==> src/rtl/fifo_controller_pkg.sv <==
// Shared definitions for the FIFO controller slice: default parameter
// values, depth/count-width derivations and the status-flag bundle.
package fifo_controller_pkg;

  localparam int DEFAULT_DATA_WIDTH   = 32'sd6;
  localparam int DEFAULT_ADDR_WIDTH   = 32'sd3;
  localparam int DEFAULT_ALMOST_FULL  = 32'sd6;
  localparam int DEFAULT_ALMOST_EMPTY = 32'sd2;

  // Number of words the memory holds for a given address width.
  function automatic int depthOf(input int addrWidth);
    return 32'sd1 << addrWidth;
  endfunction

  // Occupancy needs one extra bit so that a completely full FIFO is representable.
  function automatic int countWidthOf(input int addrWidth);
    return addrWidth + 32'sd1;
  endfunction

  typedef struct packed {
    logic full;
    logic empty;
    logic almostFull;
    logic almostEmpty;
  } fifoStatus_t;

endpackage

==> src/rtl/fifo_controller_chk.sv <==
// Simulation-only sanity checks for the FIFO controller: legal threshold
// parameters and occupancy never exceeding the memory depth.
module fifo_controller_chk #(
  parameter int DATA_WIDTH   = 6,
  parameter int ADDR_WIDTH   = 3,
  parameter int ALMOST_FULL  = 6,
  parameter int ALMOST_EMPTY = 2
) (
  input logic                Clock,
  input logic [ADDR_WIDTH:0] iCount
);

  localparam int DEPTH = 32'sd1 << ADDR_WIDTH;
  localparam logic [ADDR_WIDTH:0] COUNT_DEPTH = (ADDR_WIDTH+1)'(DEPTH);

  // Parameter legality and occupancy bound, re-evaluated every cycle.
  always_ff @(posedge Clock) begin
    assert (DATA_WIDTH > 32'sd0 && ALMOST_EMPTY >= 32'sd0 &&
            ALMOST_EMPTY < ALMOST_FULL && ALMOST_FULL <= DEPTH)
      else $error("fifo_controller: illegal parameter set");
    assert (iCount <= COUNT_DEPTH)
      else $error("fifo_controller: occupancy beyond depth");
  end

endmodule

==> src/rtl/fifo_ptr.sv <==
// Wrapping address pointer: clears on Reset, advances by one when enabled,
// and rolls over from the last address back to zero naturally.
module fifo_ptr #(
  parameter int ADDR_WIDTH = 3
) (
  input  logic                  Clock,
  input  logic                  Reset,
  input  logic                  iIncrement,
  output logic [ADDR_WIDTH-1:0] oPointer
);

  localparam logic [ADDR_WIDTH-1:0] PTR_ZERO = {ADDR_WIDTH{1'b0}};
  localparam logic [ADDR_WIDTH-1:0] PTR_ONE  = {{(ADDR_WIDTH-1){1'b0}}, 1'b1};

  // Pointer register; modulo-DEPTH wrap comes from the fixed register width.
  always_ff @(posedge Clock) begin
    if (Reset) begin
      oPointer <= PTR_ZERO;
    end else if (iIncrement) begin
      oPointer <= oPointer + PTR_ONE;
    end else begin
      oPointer <= oPointer;
    end
  end

endmodule

==> src/rtl/fifo_controller.sv <==
// Sequencing controller that turns a dual-port memory into a synchronous
// FIFO. Owns pointers, occupancy, status and sticky error flags; the data
// path itself lives entirely in the memory.
module fifo_controller
  import fifo_controller_pkg::*;
#(
  parameter int DATA_WIDTH   = DEFAULT_DATA_WIDTH,
  parameter int ADDR_WIDTH   = DEFAULT_ADDR_WIDTH,
  parameter int ALMOST_FULL  = DEFAULT_ALMOST_FULL,
  parameter int ALMOST_EMPTY = DEFAULT_ALMOST_EMPTY
) (
  input  logic                  Clock,
  input  logic                  Reset,
  input  logic                  iPush,
  input  logic                  iPop,
  output logic                  oMemWriteEnable,
  output logic [ADDR_WIDTH-1:0] oMemWriteAddress,
  output logic                  oMemReadEnable,
  output logic [ADDR_WIDTH-1:0] oMemReadAddress,
  output logic                  oDataValid,
  output logic [ADDR_WIDTH:0]   oCount,
  output logic                  oFull,
  output logic                  oEmpty,
  output logic                  oAlmostFull,
  output logic                  oAlmostEmpty,
  output logic                  oOverflow,
  output logic                  oUnderflow
);

  localparam int DEPTH       = depthOf(ADDR_WIDTH);
  localparam int COUNT_WIDTH = countWidthOf(ADDR_WIDTH);

  localparam logic [COUNT_WIDTH-1:0] COUNT_ZERO  = {COUNT_WIDTH{1'b0}};
  localparam logic [COUNT_WIDTH-1:0] COUNT_ONE   = {{(COUNT_WIDTH-1){1'b0}}, 1'b1};
  localparam logic [COUNT_WIDTH-1:0] COUNT_DEPTH = COUNT_WIDTH'(DEPTH);
  localparam logic [COUNT_WIDTH-1:0] AF_LEVEL    = COUNT_WIDTH'(ALMOST_FULL);
  localparam logic [COUNT_WIDTH-1:0] AE_LEVEL    = COUNT_WIDTH'(ALMOST_EMPTY);

  logic [COUNT_WIDTH-1:0] countR;
  logic                   dataValidR;
  logic                   overflowR;
  logic                   underflowR;
  logic                   pushOk;
  logic                   popOk;
  logic [ADDR_WIDTH-1:0]  wrPtr;
  logic [ADDR_WIDTH-1:0]  rdPtr;
  fifoStatus_t            status;

  // Status decode from the registered count, then request acceptance.
  // Gating on full/empty keeps a simultaneous push+pop at either boundary
  // from ever touching the same address.
  always_comb begin
    status.full        = (countR == COUNT_DEPTH);
    status.empty       = (countR == COUNT_ZERO);
    status.almostFull  = (countR >= AF_LEVEL);
    status.almostEmpty = (countR <= AE_LEVEL);
    pushOk             = iPush & ~status.full;
    popOk              = iPop & ~status.empty;
  end

  fifo_ptr #(.ADDR_WIDTH(ADDR_WIDTH)) uWritePtr (
    .Clock      (Clock),
    .Reset      (Reset),
    .iIncrement (pushOk),
    .oPointer   (wrPtr)
  );

  fifo_ptr #(.ADDR_WIDTH(ADDR_WIDTH)) uReadPtr (
    .Clock      (Clock),
    .Reset      (Reset),
    .iIncrement (popOk),
    .oPointer   (rdPtr)
  );

  // Occupancy tracks accepted pushes minus accepted pops.
  always_ff @(posedge Clock) begin
    if (Reset) begin
      countR <= COUNT_ZERO;
    end else begin
      case ({pushOk, popOk})
        2'b10:   countR <= countR + COUNT_ONE;
        2'b01:   countR <= countR - COUNT_ONE;
        default: countR <= countR;
      endcase
    end
  end

  // Read data valid one cycle after an accepted pop; sticky error capture.
  always_ff @(posedge Clock) begin
    if (Reset) begin
      dataValidR <= 1'b0;
      overflowR  <= 1'b0;
      underflowR <= 1'b0;
    end else begin
      dataValidR <= popOk;
      overflowR  <= overflowR | (iPush & status.full);
      underflowR <= underflowR | (iPop & status.empty);
    end
  end

  assign oMemWriteEnable  = pushOk;
  assign oMemWriteAddress = wrPtr;
  assign oMemReadEnable   = popOk;
  assign oMemReadAddress  = rdPtr;
  assign oDataValid       = dataValidR;
  assign oCount           = countR;
  assign oFull            = status.full;
  assign oEmpty           = status.empty;
  assign oAlmostFull      = status.almostFull;
  assign oAlmostEmpty     = status.almostEmpty;
  assign oOverflow        = overflowR;
  assign oUnderflow       = underflowR;

  fifo_controller_chk #(
    .DATA_WIDTH   (DATA_WIDTH),
    .ADDR_WIDTH   (ADDR_WIDTH),
    .ALMOST_FULL  (ALMOST_FULL),
    .ALMOST_EMPTY (ALMOST_EMPTY)
  ) uChk (
    .Clock  (Clock),
    .iCount (countR)
  );

endmodule

==> config.mk <==
export PLATFORM = sky130hd
export DESIGN_NAME = fifo_controller
export DESIGN_NICKNAME = d
export VERILOG_FILES = /design/src/rtl/fifo_controller_pkg.sv /design/src/rtl/fifo_controller_chk.sv /design/src/rtl/fifo_ptr.sv /design/src/rtl/fifo_controller.sv
export SDC_FILE = /design/constraint.sdc
export NUM_CORES = 1
export LEC_CHECK = 0
export CORE_AREA = 2 2 49 51
export CTS_CLUSTER_SIZE = 12
export DETAILED_ROUTE_END_ITERATION = 6
export DIE_AREA = 0 0 51 53
export SLEW_MARGIN = 10
export SYNTH_ARGS = -nofsm -noshare
export SYNTH_HDL_FRONTEND = slang
export SYNTH_SLANG_ARGS = --single-unit
==> constraint.sdc <==
create_clock -name Clock -period 5.06 [get_ports Clock]
set_input_delay 1.012 -clock Clock [delete_from_list [all_inputs] [get_ports Clock]]
set_output_delay 1.012 -clock Clock [all_outputs]
set_load 0.005 [all_outputs]
Yosys cells after proc, flatten, opt, wreduce, memory -nomap -nowiden
Index checks and enable logic that the tools add are counted.
Word-level totals
  word-level logic and storage cells: 26
  flip-flop bits (word level): 13
  input port bits: 4
Cells by class
  muxes and demuxes: 1
  equal/unequal tests: 3
  reductions and logical operators: 2
  add/sub/neg operators: 4
  bitwise gates (word level): 8
  magnitude comparators: 2
Operators by type and width (count)
  4-bit one-hot mux with 2 select lines: 1
  3-bit by 1-bit adder with 3-bit output, second input constant: 2
  4-bit by 1-bit adder with 4-bit output, second input constant: 1
  1-bit AND: 4
  4-bit equality test, second input constant: 1
  4-bit by 3-bit >= comparator with 1-bit output, second input constant: 1
  4-bit by 2-bit less-or-equal comparator with 1-bit output, second input constant: 1
  4-bit logical NOT: 1
  4-bit by 1-bit subtractor with 4-bit output, second input constant: 1
  2-bit by 1-bit equality test with 1-bit output, second input constant: 1
  2-bit equality test, second input constant: 1
  1-bit NOT: 2
  1-bit OR: 2
  2-bit nonzero test: 1

Logic depth before layout (Yosys ltp)
Gate-level depths: netlist of the first run.
  depth in word-level cells: 5
  depth in mapped cells: 9
  mapped depth without buffers: 9

Hierarchy
A second synthesis of the first run with hierarchy kept.
Unflattened totals
  cell total of the unflattened synthesis: 65
  area, all modules: 618.1 um^2
By module, submodules not included
  fifo_controller: cells an instance 43, area an instance 375.4 um^2, instances 1
  fifo_ptr: cells an instance 11, area an instance 121.4 um^2, instances 2

Worst setup path after synthesis of the first run
No wires, ideal clock.
  path kind: input port to flip-flop
  start: in iPop
  end: reg countR[3] (netlist: oCount[3])
  path slack: 2.382 ns
  data required time: 4.990 ns
  stages: 7
  data arrival time: 2.608 ns
  cells stage by stage: o41a_1 > ha_1 > ha_1 > a21oi_1 > a21oi_1 > or4_1 > a21oi_1
Between the ends
  cells in the longest elaborated chain, start to end: 3
Ends and longest elaborated chain
  from (decl): RTL line fifo_controller.sv:15  | input logic iPop,
  1-bit AND *: RTL line fifo_controller.sv:58  | popOk = iPop & ~status.empty;
  2-bit by 1-bit equality test with 1-bit output / 2-bit equality test (equally long branches): RTL line fifo_controller.sv:80  | case ({pushOk, popOk})
  4-bit one-hot mux with 2 select lines / 2-bit nonzero test (equally long branches)
  to (signal assigned): RTL line fifo_controller.sv:81  | 2'b10: countR <= countR + COUNT_ONE;
  to (signal assigned): RTL line fifo_controller.sv:82  | 2'b01: countR <= countR - COUNT_ONE;
  to (signal assigned): RTL line fifo_controller.sv:83  | default: countR <= countR;
  to (decl): RTL line fifo_controller.sv:39  | logic [COUNT_WIDTH-1:0] countR;
Every way passes the cells marked *; elsewhere a longest branch is shown, timed or not.
A chain may end at the register's enable or synchronous reset.

Worst setup path after layout of the first run
  start: in iPop
  end: out oMemReadEnable
Between the ends
  cells in the longest elaborated chain, start to end: 1
Ends and longest elaborated chain
  1-bit AND: RTL line fifo_controller.sv:58
  to (decl): RTL line fifo_controller.sv:18  | output logic oMemReadEnable,
No other way between the ends.

==> out/metrics.cfg, run 1 <==
[outcome]
run_status=complete, no violations

[cells_and_area]
final_area_sq_um=903.4
nets=103
fin_util_pct=42.05
diodes=0
final_cells=120
syn_to_final_growth_pct=44.40
drive_above_1_share_pct=6.522

[setup_path]
required_ps=4050
crit_top_cell=clkdlybuf4s50_1
critPathMaxFanout=6
end_kind=primary output
crit_slowest_cell=clkdlybuf4s50_1
cp_data_arrival_time_ps=2350
critPathKind=input pin to primary output
worstSetupStartpointType=input pin
worst-path-buf-inv=2
critPathTopFamily=buffers and inverters
critPathMaxStageDelay_ps=560
path_cells=clkdlybuf4s50_1 > o41a_1 > clkdlybuf4s50_1
reg2reg_slack_ps=2440

[global_routing]
grt_pass1_vias=500
grt_max_degree=14
globalRouteOverflowTotal=0
grt_pass1_wl_microns=2104
antenna_found_initial=0
grt_use_total_pct=10.60

[timing]
max_freq_ghz=0.2973
fin_crit_sh_pct=66.48
relSlewSlack_pct=70.08
maxSlewViolCount=0
fin_skew_ps=0.4822
tightest_slew_ps=447.5
setup_violations=0
final_hold_viol_count=0
fin_setup_tns_ps=0
rsz0062_at_grt=false
min_period_ps=3364

[detailed_routing]
antenna_left=0
vias_per_cell=4.450
first_iter_violations=1
drt-total-wl_microns=1243
route.detailed.drc=0
detail_route.wl_per_cell_microns=10.36
vias=534
dr.pass1.iters=2

[logic_synthesis]
synth_area_per_cell_sq_um=9.337
synth-seq-area-share_pct=41.60
synthSimpleGateAreaFrac_pct=19.80
syn_area_sq_um=625.6
yosysWarnings=0
synth_compound_area_share_pct=11.80
synth.distinct_cells=23
syn_nets=77
synth_top_family_by_area=simple AND/OR/NAND/NOR gates
syn_inst=67
ys_ff_latch=13
synthXorXnorAreaFrac_pct=8.400
muxShareOfSynthArea_pct=1.600
yosys.area_share.adder_pct=13.20

[cts]
ctsResizeCount=0
cts_hold_buf=0
cts_setup_buffers=0
numCtsBuffers=3
numClockSinks=13
htree_levels=1
clk_latency_ps=270
root_buffer=clkbuf_4
cts.clk_slew.worst_paths_ps=80
cts_tree=yes
clockBufferDepth=2

[placed_design]
place_area_sq_um=877.1
hpwlAfterDp_microns=927.9
dp.cells=116
place_congestion=0.7294
port_buffers=22

[worst_hold_path]
holdCritPathClass=flop to flop

[floorplanning]
core_area_sq_um=2148
dieWidth_microns=51
row_count=17
ioPinCount=23
fp.dieH_microns=53
dieArea_sq_um=2703
initial_core_util_pct=29.12

[power]
p_leak_nw=0.3669
peakVddDrop_v=0.0001603
powerDensity_nw_per_um2=504.5
finalPower_uw=455.8

[run]
max-cap-violations=0

worst min-delay path, stage by stage, from the launching register on:
cell,delay (ps)
dfxtp_1,330
a21oi_1,40
nor2_1,70
layout by cell type (no fill, tap or decap), types with 2 or more instances in the layout:
cell,count
inv_1,5
clkbuf_4,3
dfxtp_1,13
a21oi_1,8
nor2_1,12
nand3_1,2
xor2_1,5
ha_1,5
nand2_1,2
clkdlybuf4s50_1,22
worst paths after layout:
kind,start,endpoint,cells after the start
max,iPop,oMemReadEnable,3
min,oOverflow,oOverflow,2
max reg2reg,oCount[0],oCount[3],8
min reg2reg,oOverflow,oOverflow,2
cell usage after synthesis:
master | number | area share, %
nand3_1 | 2 | 1.6
fa_1 | 1 | 3.2
a21oi_1 | 8 | 6.4
ha_1 | 5 | 10
nor2b_1 | 1 | 1.0
xnor2_1 | 1 | 1.4
inv_1 | 5 | 3.0
mux2i_1 | 1 | 1.6
clkbuf_1 | 1 | 0.60
or4_1 | 1 | 1.2
xor2_1 | 5 | 7.0
nor2_1 | 12 | 7.2
o41a_1 | 1 | 1.8
nand2_4 | 1 | 1.8
a21o_1 | 1 | 1.2
or4b_4 | 1 | 2.2
o31ai_1 | 1 | 1.2
dfxtp_1 | 13 | 42
and3_1 | 1 | 1.0
nor4_1 | 1 | 1.0
nand2_1 | 2 | 1.2
nand3_2 | 1 | 1.6
a211oi_1 | 1 | 1.2
layout make-up:
type	instances	area (sq um)
Sequential cell	13	260.3
Timing Repair Buffer	22	220.2
Tap cell	28	35.03
Clock buffer	4	26.28
Multi-Input combinational cell	48	342.8
Fill cell	218	1245
Inverter	5	18.77
sequential cells by signal, summed over array words and instances, names as in the netlist:
name,cells
oOverflow,1
oUnderflow,1
oDataValid,1
oCount,4
uReadPtr.oPointer,3
uWritePtr.oPointer,3
metal layers:
metal / track usage [%] / wire, microns
met2: 16.67 / 593
met3: 2.260 / 70
met1: 12.56 / 562
met5: 0 / 0
met4: 8.108 / 16
per-stage QoR:
| step | setup WS [ps] | hold WS (ps) |
|---|---|---|
| global route | 1660 | 499.5 |
| CTS | 1687 | 481.9 |
| finish | 1696 | 474.2 |
| global placement | 1692 | 455.0 |
| floorplan | 2382 | 460.4 |
| detailed placement | 1686 | 463.0 |
logic make-up after synthesis:
group                      after synthesis
xor gates and xnor gates                 6
DFF                                     13
buffers and inverters                    6
and+or+nand+nor                         23
adders and majority gates                6
AOI/OAI and AO/OA                       12
muxes                                    1
where the power goes:
part	internal, mW	leakage, nW	total (mW)	switching, mW
clock	0.0305	0.0150	0.0637	0.0331
combinational	0.138	0.246	0.229	0.0905
sequential	0.129	0.106	0.164	0.0349
total	0.297	0.367	0.456	0.159
(Power assumes the default switching activity.)
==> run 2, diff against run 1 <==
==> constraint.sdc (replaced) <==
create_clock -name Clock -period 2.8 [get_ports Clock]
set_input_delay 0.56 -clock Clock [delete_from_list [all_inputs] [get_ports Clock]]
set_output_delay 0.56 -clock Clock [all_outputs]
set_load 0.005 [all_outputs]
==> run 2 against run 1 <==
Against the previous run:
- setup slack worse by 1500 ps
- largest cell class unchanged
- register-to-register slack worse by 2200 ps
- via count rose by 5.8%
- highest routed layer unchanged
- global-route usage increased by 1.3 points
- final area increased by 3.3%
- count of clock-buffer cells in the layout unchanged
- sequential share of layout area decreased by 0.93 points
- clock skew hardly changed
- largest power group unchanged
- first-iteration DRC count down 100%
- core utilization up 1.4 points
- critical path depth is 5 higher
==> out/metrics.cfg, run 2 (synthesis results as in run 1) <==
[timing]
fin_skew_ps=0.4106  ; was 0.4822 ps
maxSlewViolCount=0  ; unchanged
min_period_ps=2568
whs_ps=476.9  ; was 474.2 ps
final_hold_viol_count=0  ; unchanged
fin_setup_tns_ps=0  ; unchanged
rsz0062_at_grt=false  ; unchanged
setup_violations=0  ; unchanged
tightest_slew_ps=476.4  ; was 447.5 ps
max_freq_ghz=0.3894
fin_crit_sh_pct=91.71
relSlewSlack_pct=68.14  ; was 70.08%

[cts]
numClockSinks=13  ; unchanged
clk_latency_ps=270  ; about the same
cts_tree=yes  ; unchanged
numCtsBuffers=3  ; unchanged
clockBufferDepth=2  ; unchanged
ctsResizeCount=0  ; unchanged
root_buffer=clkbuf_4  ; unchanged
cts_setup_buffers=0  ; unchanged
cts_hold_buf=0  ; unchanged
htree_levels=1  ; unchanged
cts.clk_slew.worst_paths_ps=80  ; about the same

[power]
p_leak_nw=0.3873  ; was 0.3669 nW
power.share.combinational_pct=53.7  ; was 50.1%
powerDensity_nw_per_um2=913.9  ; was 504.5 nW/um^2
swShare_pct=34.75  ; was 34.80%
intPower_uw=556.6  ; was 297.2 uW
p_switching_uw=296.4  ; was 158.6 uW
power_frac_clock_pct=13.5  ; was 14.0%
peakVddDrop_v=0.0004304  ; was 0.0001603 V
power_frac_seq_pct=32.9  ; was 35.9%

[detailed_routing]
first_iter_violations=0  ; was 1
route.detailed.drc=0  ; unchanged
dr.pass1.iters=1  ; was 2
antenna_left=0  ; unchanged
detail_route.wl_per_cell_microns=10.85  ; was 10.36 microns
vias_per_cell=4.556  ; was 4.450
drt-total-wl_microns=1346  ; was 1243 microns
vias=565  ; was 534

[placed_design]
place_congestion=0.6630  ; was 0.7294
port_buffers=22  ; unchanged
hpwlAfterDp_microns=1018  ; was 927.9 microns

[floorplanning]
dieArea_sq_um=2703  ; unchanged
dieWidth_microns=51  ; unchanged
ioPinCount=23  ; unchanged
row_count=17  ; unchanged
core_area_sq_um=2148  ; unchanged
initial_core_util_pct=29.12  ; unchanged
fp.dieH_microns=53  ; unchanged

[global_routing]
gr-usage-met3_pct=4.237  ; was 2.260%
grt_pass1_wl_microns=2332  ; was 2104 microns
grt_use_total_pct=11.93  ; was 10.60%
grt_util_met1_pct=12.41  ; was 12.56%
grt.busiest_layer=met2  ; unchanged
antenna_found_initial=0  ; unchanged
grt_max_degree=14  ; unchanged
grt_pass1_vias=526  ; was 500
use_met2_pct=20.78  ; was 16.67%
globalRouteOverflowTotal=0  ; unchanged

[setup_path]
required_ps=3000  ; was 4050 ps
critPathMaxFanout=8  ; was 6
cp_data_arrival_time_ps=2770  ; was 2350 ps
critPathKind=flop to flop  ; was input pin to primary output
end_kind=flop  ; was primary output
worstSetupStartpointType=flop  ; was input pin

[worst_hold_path]
holdCritPathClass=flop to flop  ; unchanged

[cells_and_area]
nFillCells=212  ; was 218
final_common_cell=clkdlybuf4s50_1  ; unchanged
mostFrequentLayoutCells=clkdlybuf4s50_1 (22), dfxtp_1 (13), nor2_1 (12), a21oi_1 (8)  ; unchanged
largest_reg_flops=4  ; unchanged
syn_to_final_growth_pct=49.20  ; was 44.40%
fin_util_pct=43.45  ; was 42.05%
drive_above_1_share_pct=10.42  ; was 6.522%
diodes=0  ; unchanged
multi_input_area_sq_um=342.8  ; unchanged
nets=107  ; was 103
ff_latch_area_sq_um=260.3  ; unchanged

[run]
max-cap-violations=0  ; unchanged

[outcome]
run_status=complete, no violations  ; unchanged

-- run 2: cell type report --
cell class	instances	share of cell area (%)
multi-input combinational	48	36.73
clock buffer	4	2.815
sequential	13	27.88
tap	28	3.753
timing repair buffer	26	26.81
inverter	5	2.011
-- run 2: path summary, 6_finish.rpt --
path,from,end,slack (ps),depth (start not counted)
worst max-delay path,oCount[3],oCount[3],230,8
worst min-delay path,oOverflow,oOverflow,480,2
worst max register to register,oCount[3],oCount[3],230,8
worst min register to register,oOverflow,oOverflow,480,2
-- run 2: through the flow --
stage	area [sq um]	cells	total power [mW]	worst slack [ps]
floorplan	625.6	67	0.5051	385.7
global placement	907.1	120	0.7396	130.3
detailed placement	907.1	120	0.7469	61.49
CTS	933.4	124	0.8703	223.1
global route	933.4	124	0.9226	49.80
finish	933.4	124	0.8531	232.0
-- run 2: layer usage --
layer / part of all wire, % / vias up
met2: 50 / 13
met4: 1.2 / 0
li1: - / 286
met1: 44 / 264
met5: 0 / -
met3: 4.5 / 2
-- run 2: power groups by stage --
stage | logic (mW) | clock network (mW) | registers (mW)
global route | 0.507 | 0.128 | 0.287
detailed placement | 0.461 | 0 | 0.286
CTS | 0.466 | 0.123 | 0.282
global placement | 0.454 | 0 | 0.286
floorplan | 0.213 | 0 | 0.292
finish | 0.458 | 0.115 | 0.280
-- run 2: worst max-delay path, cell delays in order (launching register included) --
cell and delay (ps):
dfxtp_1 460, or4b_4 540, nand2_4 110, ha_1 200, ha_1 280, a21oi_1 200
a21oi_1 100, or4_1 460, a21oi_1 140
